## src/rtl/br_pkg.sv

```systemverilog
// Shared definitions for the branch/link unit.
//   br_op_e      4-bit branch opcode (OP_NONE .. OP_BGEZAL; 9-15 decode as NONE)
//   LINK_REG_DEFAULT  register written by the and-link branches ($31)
//   br_is_branch Returns 1 when an opcode is a real branch (1..8).
//   br_cond      Returns the signed branch condition for an opcode.
// Operands to br_cond are sign-extended to BR_MAX_W by the caller. Sign
// extension keeps both equality and sign intact, so one function serves any
// datapath width up to BR_MAX_W.
package br_pkg;

    typedef enum logic [3:0] {
        OP_NONE   = 4'd0,
        OP_BEQ    = 4'd1,
        OP_BNE    = 4'd2,
        OP_BLEZ   = 4'd3,
        OP_BGTZ   = 4'd4,
        OP_BLTZ   = 4'd5,
        OP_BGEZ   = 4'd6,
        OP_BLTZAL = 4'd7,
        OP_BGEZAL = 4'd8
    } br_op_e;

    localparam logic [4:0] LINK_REG_DEFAULT = 5'd31;
    localparam int         BR_MAX_W         = 64;

    function automatic logic br_is_branch(input logic [3:0] op);
        return (op >= OP_BEQ) && (op <= OP_BGEZAL);
    endfunction

    function automatic logic br_cond(input logic [3:0] op,
                                     input logic signed [BR_MAX_W-1:0] rs,
                                     input logic signed [BR_MAX_W-1:0] rt);
        logic c;
        c = 1'b0;
        case (op)
            OP_BEQ:    c = (rs == rt);
            OP_BNE:    c = (rs != rt);
            OP_BLEZ:   c = (rs <= 0);
            OP_BGTZ:   c = (rs > 0);
            OP_BLTZ,
            OP_BLTZAL: c = (rs < 0);
            OP_BGEZ,
            OP_BGEZAL: c = (rs >= 0);
            default:   c = 1'b0;
        endcase
        return c;
    endfunction

endpackage

```

## src/rtl/branch_link_unit_link_pipe.sv

```systemverilog
// link_shift_pipe: stall-aware valid+data shift register carrying link writes
// from the branch decision to the register-file write port.
//   clk, rst_n    clock, asynchronous active-low reset
//   stall_i       hold every stage; input is ignored
//   in_valid_i    link write entering stage 0 (0 = bubble)
//   in_addr_i     destination register index
//   in_data_i     link value
//   out_*_o       contents of the last stage (DEPTH-1)
// Invalid entries are stored as all-zero, so the outputs read 0 whenever the
// last stage is empty without extra gating.
module link_shift_pipe #(
    parameter int DEPTH = 3,
    parameter int WIDTH = 32
) (
    input  logic             clk,
    input  logic             rst_n,
    input  logic             stall_i,
    input  logic             in_valid_i,
    input  logic [4:0]       in_addr_i,
    input  logic [WIDTH-1:0] in_data_i,
    output logic             out_valid_o,
    output logic [4:0]       out_addr_o,
    output logic [WIDTH-1:0] out_data_o
);

    logic [DEPTH-1:0] vld_q;
    logic [4:0]       addr_q [DEPTH];
    logic [WIDTH-1:0] data_q [DEPTH];

    always_ff @(posedge clk or negedge rst_n) begin
        if (!rst_n) begin
            vld_q <= '0;
            for (int i = 0; i < DEPTH; i++) begin
                addr_q[i] <= '0;
                data_q[i] <= '0;
            end
        end else if (!stall_i) begin
            vld_q[0]  <= in_valid_i;
            addr_q[0] <= in_valid_i ? in_addr_i : '0;
            data_q[0] <= in_valid_i ? in_data_i : '0;
            for (int i = 1; i < DEPTH; i++) begin
                vld_q[i]  <= vld_q[i-1];
                addr_q[i] <= addr_q[i-1];
                data_q[i] <= data_q[i-1];
            end
        end
    end

    assign out_valid_o = vld_q[DEPTH-1];
    assign out_addr_o  = addr_q[DEPTH-1];
    assign out_data_o  = data_q[DEPTH-1];

endmodule

```

## src/rtl/branch_link_unit.sv

```systemverilog
// branch_link_unit: resolves MIPS branches on ID-stage operands, registers
// the redirect to fetch, counts taken branches and carries $31 <- PC+8 link
// writes through a DEPTH-stage pipe to the register-file write port.
//   clk, rst_n         clock, asynchronous active-low reset
//   valid_i, stall_i, flush_i   ID handshake; stall holds everything
//   br_op_i            branch opcode (see br_pkg)
//   rs_i, rt_i         forwarded operands
//   pc_i, imm_i        branch PC and 16-bit offset
//   taken_o, target_o  registered redirect pulse and target
//   lw_en_o, lw_addr_o, lw_data_o   link writeback port
//   taken_cnt_o        saturating taken-branch count
module branch_link_unit
    import br_pkg::*;
#(
    parameter int         WIDTH       = 32,
    parameter int         DEPTH       = 3,
    parameter logic [4:0] LINK_REG    = LINK_REG_DEFAULT,
    parameter bit         LINK_ALWAYS = 1'b1,
    parameter int         CNT_W       = 16
) (
    input  logic             clk,
    input  logic             rst_n,
    input  logic             valid_i,
    input  logic             stall_i,
    input  logic             flush_i,
    input  logic [3:0]       br_op_i,
    input  logic [WIDTH-1:0] rs_i,
    input  logic [WIDTH-1:0] rt_i,
    input  logic [WIDTH-1:0] pc_i,
    input  logic [15:0]      imm_i,
    output logic             taken_o,
    output logic [WIDTH-1:0] target_o,
    output logic             lw_en_o,
    output logic [4:0]       lw_addr_o,
    output logic [WIDTH-1:0] lw_data_o,
    output logic [CNT_W-1:0] taken_cnt_o
);

    logic             acc;
    logic             cond;
    logic             take;
    logic             link_req;
    logic [WIDTH-1:0] imm_ext;
    logic [WIDTH-1:0] target;
    logic [WIDTH-1:0] link_data;

    assign acc  = valid_i & ~flush_i & ~stall_i & br_is_branch(br_op_i);
    assign cond = br_cond(br_op_i, BR_MAX_W'($signed(rs_i)), BR_MAX_W'($signed(rt_i)));
    assign take = acc & cond;

    // Sum wraps modulo 2^WIDTH by construction.
    assign imm_ext   = WIDTH'($signed(imm_i));
    assign target    = pc_i + WIDTH'(4) + (imm_ext << 2);
    assign link_data = pc_i + WIDTH'(8);

    // MIPS and-link branches write $31 even when not taken unless
    // LINK_ALWAYS is cleared.
    assign link_req = acc & ((br_op_i == OP_BLTZAL) | (br_op_i == OP_BGEZAL))
                    & (LINK_ALWAYS | cond);

    // A pulse captured before a stall stays up until the stall releases.
    always_ff @(posedge clk or negedge rst_n) begin
        if (!rst_n) begin
            taken_o     <= 1'b0;
            target_o    <= '0;
            taken_cnt_o <= '0;
        end else if (!stall_i) begin
            taken_o <= take;
            if (take) begin
                target_o <= target;
            end
            if (take && (taken_cnt_o != '1)) begin
                taken_cnt_o <= taken_cnt_o + CNT_W'(1);
            end
        end
    end

    link_shift_pipe #(
        .DEPTH (DEPTH),
        .WIDTH (WIDTH)
    ) u_link_pipe (
        .clk         (clk),
        .rst_n       (rst_n),
        .stall_i     (stall_i),
        .in_valid_i  (link_req),
        .in_addr_i   (LINK_REG),
        .in_data_i   (link_data),
        .out_valid_o (lw_en_o),
        .out_addr_o  (lw_addr_o),
        .out_data_o  (lw_data_o)
    );

endmodule

```

## config.mk

```make
export PLATFORM = sky130hd
export DESIGN_NAME = branch_link_unit
export DESIGN_NICKNAME = d
export VERILOG_FILES = /design/src/rtl/br_pkg.sv /design/src/rtl/branch_link_unit_link_pipe.sv /design/src/rtl/branch_link_unit.sv
export SDC_FILE = /design/constraint.sdc
export NUM_CORES = 1
export LEC_CHECK = 0
export CORE_ASPECT_RATIO = 0.8
export CORE_MARGIN = 2
export CORE_UTILIZATION = 47
export DETAILED_ROUTE_END_ITERATION = 10
export PLACE_DENSITY = 0.85
export SLEW_MARGIN = 5
export SYNTH_ARGS = -nofsm -noshare
export SYNTH_HDL_FRONTEND = slang
export SYNTH_HIERARCHICAL = 1
export SYNTH_SLANG_ARGS = --single-unit
```

## constraint.sdc

```tcl
create_clock -name clk -period 2.01 [get_ports clk]
set_clock_uncertainty 0.15 [all_clocks]
set_input_delay 0.5025 -clock clk [delete_from_list [all_inputs] [get_ports clk]]
set_output_delay 0.5025 -clock clk [all_outputs]
set_load 0.005 [all_outputs]
```

# Word-level counts from Yosys, hierarchy flattened
# Index checks and enable logic that the tools add are counted.
[word_totals]
wordCells = 48
output_inout_bits = 87
inputBits = 121
register_bits = 163
[op_classes]
mux = 3
addsub = 4
n_lt_le_gt_ge = 6
bitwise = 8
n_reduce_logical = 6
eq_ne = 11
[ops]
columns = ["cell", "n"]
rows = [
  ["adder 32 x 3 -> 32 bit (second input constant)", 1],
  ["adder 32 bit", 1],
  ["adder 32 x 4 -> 32 bit (second input constant)", 1],
  ["equality test 32 bit", 1],
  ["greater-or-equal comparator 32 x 1 -> 1 bit (second input constant)", 1],
  ["greater-than comparator 32 x 1 -> 1 bit (second input constant)", 1],
  ["less-or-equal comparator 32 x 1 -> 1 bit (second input constant)", 1],
  ["< comparator 32 x 1 -> 1 bit (second input constant)", 1],
  ["2-to-1 mux 32 bit", 1],
  ["!= test 32 bit", 1],
  ["adder 16 x 1 -> 16 bit (second input constant)", 1],
  ["equality test 4 x 3 -> 1 bit (second input constant)", 4],
  ["!= test 16 bit (second input constant)", 1],
  ["equality test 4 x 2 -> 1 bit (second input constant)", 2],
  ["case mux 1 bit (6 select lines)", 1],
  ["AND 1 bit", 5],
  ["2-to-1 mux 5 bit", 1],
  ["equality test 4 x 1 -> 1 bit (second input constant)", 1],
  ["equality test 4 bit (second input constant)", 1],
  ["greater-or-equal comparator 4 x 1 -> 1 bit (second input constant)", 1],
  ["less-or-equal comparator 4 bit (second input constant)", 1],
  ["AND reduction 2 bit", 2],
  ["OR reduction 2 bit", 2],
  ["logical AND 1 bit", 2],
  ["other kinds (2)", 3],
]

# Longest topological paths before layout
# Gate-level depths: netlist of run 1.
[logic_depth]
ltp_word = 7
depth_mapped = 13
depth_no_buf = 13

# By module
# Netlist of run 1, hierarchy kept.
[by_module_without_submodules]
columns = ["mod", "cells_each", "n_inst", "seq_area_each_um2", "area_each_um2"]
rows = [
  ["branch_link_unit", 552, 1, 1226.2, 4817.1],
  ["link_shift_pipe", 360, 1, 2852.7, 4645.7],
]

# Worst setup path after synthesis of run 1
# OpenSTA, ideal clock, no wires.
[synth_timing]
kind = "in2reg"
start = "input port pc_i[4]"
end = "register target_o[28]"
required_time_ns = 1.791
t_arrival_ns = 2.736
cell_stages = 10
n_path_buf = 0
setup_ns = 0.069
setup_slack_ns = -0.945
path_cell_list = "ha_1 > ha_1 > a211oi_1 > o211ai_1 > and4_1 > o2111ai_1 > a21oi_2 > a211o_1 > a311o_1 > nand3_1"
[synth_between]
elab_chain_cells = 2
[synth_rtl]
columns = ["element", "line", "text"]
rows = [
  ["from (decl)", "branch_link_unit.sv:29", "input logic [WIDTH-1:0] pc_i,"],
  ["adder 32 x 3 -> 32 bit", "branch_link_unit.sv:53", "assign target = pc_i + WIDTH'(4) + (imm_ext << 2);"],
  ["adder 32 bit", "branch_link_unit.sv:53", ""],
  ["to (signal assigned)", "branch_link_unit.sv:70", "target_o <= target;"],
  ["to (decl)", "branch_link_unit.sv:32", "output logic [WIDTH-1:0] target_o,"],
]
# No other way between the ends.
# A chain may end at the register's enable or synchronous reset.

# Worst setup path after layout of run 1
[layout_timing]
start = "input port imm_i[2]"
end = "register target_o[26]"
[layout_between]
elab_chain_cells = 1
[layout_rtl]
columns = ["element", "line", "text"]
rows = [
  ["from (decl)", "branch_link_unit.sv:30", "input logic [15:0] imm_i,"],
  ["adder 32 bit", "branch_link_unit.sv:53", ""],
]
# No other way between the ends.

==> results of run 1 <==
report_power, final:
group	switching [mW]	total, mW	leakage, nW	internal [mW]
combinational	1.41	3.10	4.58	1.69
clock	1.52	3.30	0.293	1.78
sequential	0.181	3.74	2.22	3.56
total	3.11	10.1	7.09	7.03
metrics by stage:
stage	utilization	instances	instance area, sq um	TNS (ps)	setup slack [ps]
3_3_place_gp	0.670	1475	13300	-79020	-1390
6_report	0.752	1552	14900	-23130	-617
3_5_place_dp	0.670	1475	13300	-86150	-1490
5_1_grt	0.752	1552	14900	-28800	-700
2_1_floorplan	-	916	10100	-22410	-742
4_1_cts	0.733	1534	14500	-20210	-542
repair_timing:
item	in CTS	in global routing
hold buffers	1	0
pin swaps	124	60
setup endpoints to repair	87	100
buffers inserted	25	17
gates cloned	2	1
gates resized for setup	472	96
hold endpoints to repair	62	0
worst paths after layout:
| kind | startpoint | slack, ps | end |
|---|---|---|---|
| max in group asynchronous | rst_n | 710 | u_link_pipe/data_q[84] |
| setup / recovery | imm_i[2] | -620 | target_o[26] |
| hold / removal | pc_i[2] | 190 | u_link_pipe/data_q[66] |
| setup reg to reg | taken_cnt_o[0] | -270 | taken_cnt_o[13] |
| min in group asynchronous | rst_n | 280 | u_link_pipe/vld_q[2] |
| hold reg to reg | u_link_pipe/data_q[64] | 330 | u_link_pipe/data_q[64] |
state kept, by name, indices dropped and copies added, names as in the netlist:
signal / flops
u_link_pipe/addr_q: 10
taken_o: 1
taken_cnt_o: 16
u_link_pipe/out_data_o: 32
u_link_pipe/data_q: 64
target_o: 32
u_link_pipe/out_addr_o: 5
u_link_pipe/vld_q: 3
per-layer routing:
metal / routed length (um) / part of all wire / global-route usage / vias up
li1: - / - / - / 3906
met5: 12 / 0.00041 / 0 / -
met1: 12900 / 0.44 / 0.362 / 4029
met4: 763 / 0.026 / 0.0932 / 2
met2: 14000 / 0.47 / 0.445 / 245
met3: 1810 / 0.061 / 0.0761 / 65
cells in the mapped netlist (4+ instances only):
| cell type | instances |
|---|---|
| o21bai_1 | 5 |
| mux2_2 | 64 |
| o21ai_0 | 69 |
| buf_2 | 17 |
| xnor2_1 | 67 |
| nand4_1 | 19 |
| nor2b_1 | 4 |
| dfrtp_1 | 163 |
| o21a_1 | 7 |
| nand3_1 | 26 |
| inv_1 | 11 |
| buf_6 | 6 |
| or3_1 | 4 |
| xor2_1 | 26 |
| nor2_1 | 21 |
| a21oi_1 | 27 |
| clkbuf_1 | 11 |
| nor3_1 | 12 |
| o31ai_1 | 4 |
| buf_4 | 40 |
| a21o_1 | 14 |
| nor4_1 | 12 |
| mux2_4 | 18 |
| and3_1 | 9 |
| nand2_1 | 139 |
| ha_1 | 59 |
layout make-up:
class / instances / area, sq um
clock inverters: 14 / 165
fillers: 1244 / 4910
clock buffers: 18 / 429
repair buffers: 411 / 3610
multi-input cells: 668 / 6220
well taps: 264 / 330
inverters: 11 / 43.8
diodes: 3 / 7.51
flip-flops and latches: 163 / 4080
critical path, delay by kind of cell:
kind | cells | cell delay [ps]
AOI/OAI and AO/OA | 6 | 1100
buffers and inverters | 2 | 240
adders and majority gates | 2 | 490
and+or+nand+nor | 1 | 200
xor gates and xnor gates | 1 | 240
logic make-up after synthesis:
family                   Yosys count  share of synthesized area
AND/OR/NAND/NOR                  270                      0.137
buffers and inverters             85                     0.0566
XOR/XNOR                          93                     0.0861
multiplexers                      85                      0.108
flip-flops                       163                      0.431
other                              1                   0.000396
adder cells (fa/ha/maj)           60                     0.0801
AO/OA/AOI/OAI                    155                      0.100
==> parameters.txt, run 1 <==
Parameter                              Value

Routing
  Number of iterations in the first detailed-routing pass ... 5
  Wire per inst ... roughly 19 um
  Initial DRC count ... 532
  Final WL ... approximately 30 mm
  Number of routed nets with antenna violations ... 0
  Per-cell via count in the routed design ... around 5.3
  Via total after detailed routing ... 8247
  Post-detailed-route DRC marker count ... 0

Critical path
  Critical path required time ... 2170 ps
  Arrival time of data at the critical path endpoint ... between 2000 and 3000 ps
  Nature of the critical path endpoint ... flip-flop
  Critical-path cell list ... buf_6 -> ha_4 -> ha_4 -> a211oi_4 -> o211ai_1 -> and4_4 -> o2111ai_4 -> a21oi_4 -> buf_4 -> a311oi_2 -> xor2_1 -> o21ai_1
  Reg2Reg Depth ... 7
  Worst path slowest cell ... a311oi_2
  Critical path type ... input pin to flip-flop
  Sort of element at the start of the critical path ... input pin
  Biggest cell delay along the critical path ... 260 ps
  Largest fanout on the critical path ... 4
  Most frequent cell on the critical path ... ha_4

Floorplan
  Number of top-level design ports ... 208
  Die width ... 163 um
  Vertical die dimension ... 131 um
  Total die area ... 21300 sq um
  Number of rows in the core area ... 46
  Starting density of the core ... 0.478
  Standard cell core area ... 19800 sq um

Worst hold path
  Hold path depth ... 3
  Path category of the worst min-delay check ... input pin to flip-flop

Yosys
  Post-synthesis sequential area ratio ... 0.431
  Synth Register Bits ... 163
  Distinct cell type count after synthesis ... 58
  Share of flip-flops with an asynchronous set or reset after synthesis ... 1.00
  Top flip-flop cell by instance count after synthesis ... dfrtp_1
  Cells taking the most area after synthesis ... dfrtp_1 (43%), ha_1 (7.8%), mux2_2 (7.6%)
  Netlist area before placement ... ~9500 sq um
  Number of warnings reported in the yosys synthesis log ... 6
  Avg Cell Area, Syn ... 10.4 sq um
  Number of enable flip-flop cells after synthesis ... 0
  Post-synth top area cell ... dfrtp_1
  Top cell type's share of synthesized area ... 0.431
  Post-Syn Instances ... between 900 and 1000

Place
  Post-DP HPWL ... 19.9 mm
  Number of port buffers ... 207
  RD Place Congestion ... between 0.9 and 1

GRT
  Number of global-route vias before repair ... ~8600
  Total grt overflow ... 0
  Global-route wire length before repair ... 45.3 mm
  Number of antenna violations at the first check in global routing ... 4
  Tot GR Track Use ... 0.276
  Maximum number of pins on one net before global-route repair ... 138

Timing
  Setup repair after global routing missed its margin ... true
  Top achievable clock speed ... 381 MHz
  Number of failing setup endpoints in the final timing report ... 49
  Actual transition at the worst max-transition pin ... 641 ps
  Final critical path time including I/O delays and setup ... 2630 ps
  Final-report max-slew violation count ... 0
  Hold WS ... about 190 ps
  Portion of the clock cycle consumed by the worst path in the final layout ... 1.31
  Final critical-path setup slack ... -617 ps
  Worst slew margin relative to its limit ... 0.573
  Number of hold violations in the final report ... 0

Pwr
  Worst IR Drop VDD ... 0.492 mV
  Total power of the final layout ... 10.1 mW
  Power density over the cells ... between 600 and 700 nW/um^2
  Leakage power of the design ... 7.09 nW

Clock network
  H-Tree Level Count ... 4
  TritonCTS clock tree ... done
  Count of clock tree sinks ... 163
  Cell at the root of the clock tree ... clkbuf_16
  Max Root-Sink Buffers ... 2
  Post-CTS clock slew at the launch and capture registers of the worst setup and hold paths ... 70 ps
  Clk Latency, worst-skew pair ... 430 ps
  Number of CTS-inserted buffers ... 17

Cells and area
  # nets final ... approximately 1500
  Highest-count cells in the layout ignoring fill and taps ... buf_4 (173), dfrtp_1 (162), nand2_1 (137)
  Area growth from synthesis to final layout ... 57.4%
  Ratio of cells with drive above 1 in the final layout ... 0.437
  Most common cell after layout, fill and taps aside ... buf_4

Flow run
  # Max-Cap Violations ... 0

Status
  Status ... complete, but fails checks
  Violations in the final reports ... setup timing
Power figures use the tool's default switching activity.
==> run 2, diff against run 1 <==
- CORE_MARGIN: 2 -> unset
==> run 2 against run 1 <==
  * The flow still finishes with violations (setup timing)
  * Non-clock buffer count is 3 lower
  * Sequential power hardly changed
  * Core utilization is 0.19 points higher
  * Flip-flop and latch count stayed put
  * Critical path type unchanged
  * Sequential share of layout area is 0.069 points lower
  * First-iteration DRC count is 20% higher
  * Critical path depth is 2 higher
  * Final area is 0.25% higher
  * Combinational power is 2% higher
  * Global-route usage hardly changed
==> parameters.txt, run 2 (synthesis gave the netlist of run 1 again) <==
Parameter                              Value

Clock network
  Max Root-Sink Buffers ... 2 (unchanged)
  Number of CTS-inserted buffers ... 17 (unchanged)
  Cell at the root of the clock tree ... clkbuf_16
  Count of clock tree sinks ... 163 (unchanged)
  TritonCTS clock tree ... done
  Clk Latency, worst-skew pair ... 430 ps (about the same)
  Post-CTS clock slew at the launch and capture registers of the worst setup and hold paths ... 70 ps (about the same)
  H-Tree Level Count ... 4 (unchanged)

Cells and area
  Largest register by flop count ... u_link_pipe/data_q
  Area used by multi-input combinational logic ... 6220 sq um (unchanged)
  Layout Cell Area excl Fill ... 14900 sq um (+0.25%)
  Filler instances ... 1209 (-2.8%)
  Area used by sequential logic in the layout ... 4080 sq um (unchanged)
  Flip-flop count of the largest register after layout ... 64 (unchanged)
  Highest-count cells in the layout ignoring fill and taps ... buf_4 (166), dfrtp_1 (162), nand2_1 (132)
  # nets final ... 1450 (-0.21%)
  Most common cell after layout, fill and taps aside ... buf_4
  Ratio of cells with drive above 1 in the final layout ... 0.439 (+0.00180)
  Area growth from synthesis to final layout ... 57.8%

Timing
  Hold WS ... 186 ps (-7.95 ps)
  Final-report max-slew violation count ... 0 (unchanged)
  Portion of the clock cycle consumed by the worst path in the final layout ... 1.31 (+0.00587)
  Setup repair after global routing missed its margin ... true
  Number of hold violations in the final report ... 0 (unchanged)
  Actual transition at the worst max-transition pin ... 521 ps (-120 ps)
  Final critical path time including I/O delays and setup ... 2640 ps (+11.8 ps)
  Final critical-path setup slack ... -629 ps (-11.8 ps)
  Top achievable clock speed ... 379 MHz (-0.45%)
  Number of failing setup endpoints in the final timing report ... 49 (unchanged)
  Worst slew margin relative to its limit ... 0.653 (+0.0797)

Pwr
  Worst IR Drop VDD ... 0.621 mV (+26%)
  Power share of the combinational group ... 0.311 (+0.005)
  Psw ... 3.15 mW (+1.2%)
  Total power of the final layout ... 10.2 mW (+0.64%)
  Internal power summed over all cells ... 7.06 mW (+0.37%)
  Switching Fraction ... 0.309 (+0.00182)
  Leakage power of the design ... 7.16 nW (+0.97%)
  Power density over the cells ... 684 nW/um^2 (+0.38%)
  Sequential power share ... 0.368 (about the same)
  Clock power share ... 0.322 (-0.003)

Critical path
  R2R setup slack ... -130 ps (+140 ps)
  Critical path required time ... 2210 ps (+40 ps)
  Arrival time of data at the critical path endpoint ... 2840 ps (+50 ps)
  Nature of the critical path endpoint ... flip-flop
  Worst reg2reg path endpoint ... taken_cnt_o[1]
  Worst setup path endpoint ... target_o[2]
  Largest fanout on the critical path ... 5 (+1)
  Reg2Reg Depth ... 7 (unchanged)
  Critical path type ... input pin to flip-flop
  Critical Path Start ... rt_i[1]
  R2R Path Start ... taken_cnt_o[0]
  Sort of element at the start of the critical path ... input pin

Routing
  Wire per inst ... 19.7 um (+3.6%)
  Per-cell via count in the routed design ... 5.46 (+2.8%)
  Final WL ... 30.5 mm (+3.3%)
  Number of routed nets with antenna violations ... 0 (unchanged)
  Number of iterations in the first detailed-routing pass ... 10 (+5)
  Post-detailed-route DRC marker count ... 0 (unchanged)
  Initial DRC count ... 637 (+20%)
  Via total after detailed routing ... 8453 (+2.5%)

Place
  Post-placement setup slack ... -1460 ps (+33.8 ps)
  RD Place Congestion ... 0.871 (-6.3%)
  Post-DP HPWL ... 19.8 mm (-0.35%)
  Placed cell areas ... 13300 sq um (+0.11%)
  Number of port buffers ... 207 (unchanged)

GRT
  Global-route wire length before repair ... 44.1 mm (-2.7%)
  Total grt overflow ... 0 (unchanged)
  Number of antenna violations at the first check in global routing ... 2 (-2)
  Maximum number of pins on one net before global-route repair ... 103 (-25%)
  Number of global-route vias before repair ... 8506 (-0.69%)
  Tot GR Track Use ... 0.275 (-0.000351)

Floorplan
  Die width ... 161 um (-1.2%)
  Total die area ... 20700 sq um (-2.7%)
  Standard cell core area ... 19800 sq um (unchanged)
  Number of top-level design ports ... 208 (unchanged)
  Starting density of the core ... 0.478 (unchanged)
  Number of rows in the core area ... 46 (unchanged)
  Vertical die dimension ... 129 um (-1.5%)

Worst hold path
  Critical hold path startpoint ... pc_i[2]
  Path category of the worst min-delay check ... input pin to flip-flop
  Hold path depth ... 3 (unchanged)

Status
  Status ... complete, but fails checks
  Violations in the final reports ... setup timing

Flow run
  # Max-Cap Violations ... 0 (unchanged)
run 2: worst max-delay path, cell delays in order:
cell	delay (ps)
clkdlybuf4s15_1	180
xnor2_1	210
nand4_1	180
nor4_4	330
a21boi_1	100
a311o_1	320
a21oi_4	230
buf_12	170
buf_12	130
buf_4	110
buf_6	90
buf_4	110
nand2_1	70
o21ai_1	110
run 2: what timing repair did:
action / CTS / global route
pin swaps: 109 / 62
endpoints found under the hold margin: 40 / 0
setup buffers: 20 / 21
gates resized for setup: 398 / 165
hold buffers: 1 / 0
endpoints found under the setup margin: 87 / 84
gates cloned: 1 / 3
run 2: worst min-delay path by stage:
stage | endpoint | slack (ps)
floorplan | taken_cnt_o[0] | 60
global placement | u_link_pipe/vld_q[2] | 310
detailed placement | u_link_pipe/vld_q[1] | 310
CTS | u_link_pipe/data_q[66] | 170
global route | u_link_pipe/data_q[66] | 180
finish | u_link_pipe/data_q[66] | 190
run 2: routing by layer:
| metal | track usage | share of wire |
|---|---|---|
| met1 | 0.353 | 0.43 |
| met2 | 0.452 | 0.48 |
| met3 | 0.0729 | 0.059 |
| met4 | 0.0952 | 0.031 |
| met5 | 0 | 0 |
run 2: power groups by stage:
stage / registers, mW / clock network, mW / logic, mW
finish: 3.75 / 3.28 / 3.17
global route: 3.77 / 3.48 / 3.39
CTS: 3.74 / 3.32 / 2.88
detailed placement: 3.79 / 0 / 2.72
global placement: 3.79 / 0 / 2.66
floorplan: 3.80 / 0 / 1.16
run 2: area by class of cell:
class	instances	share of cell area
antenna	1	0.000168
clock buffer	18	0.0287
clock inverter	14	0.0107
inverter	11	0.00310
multi-input combinational	668	0.417
sequential	163	0.273
tap	264	0.0221
timing repair buffer	408	0.245
run 2: through the flow:
stage	std cells	TNS, ps	utilization
2_1_floorplan	916	-22410	-
3_3_place_gp	1477	-82850	0.671
3_5_place_dp	1477	-88010	0.671
4_1_cts	1530	-21610	0.729
5_1_grt	1547	-27870	0.754
6_report	1547	-22750	0.754
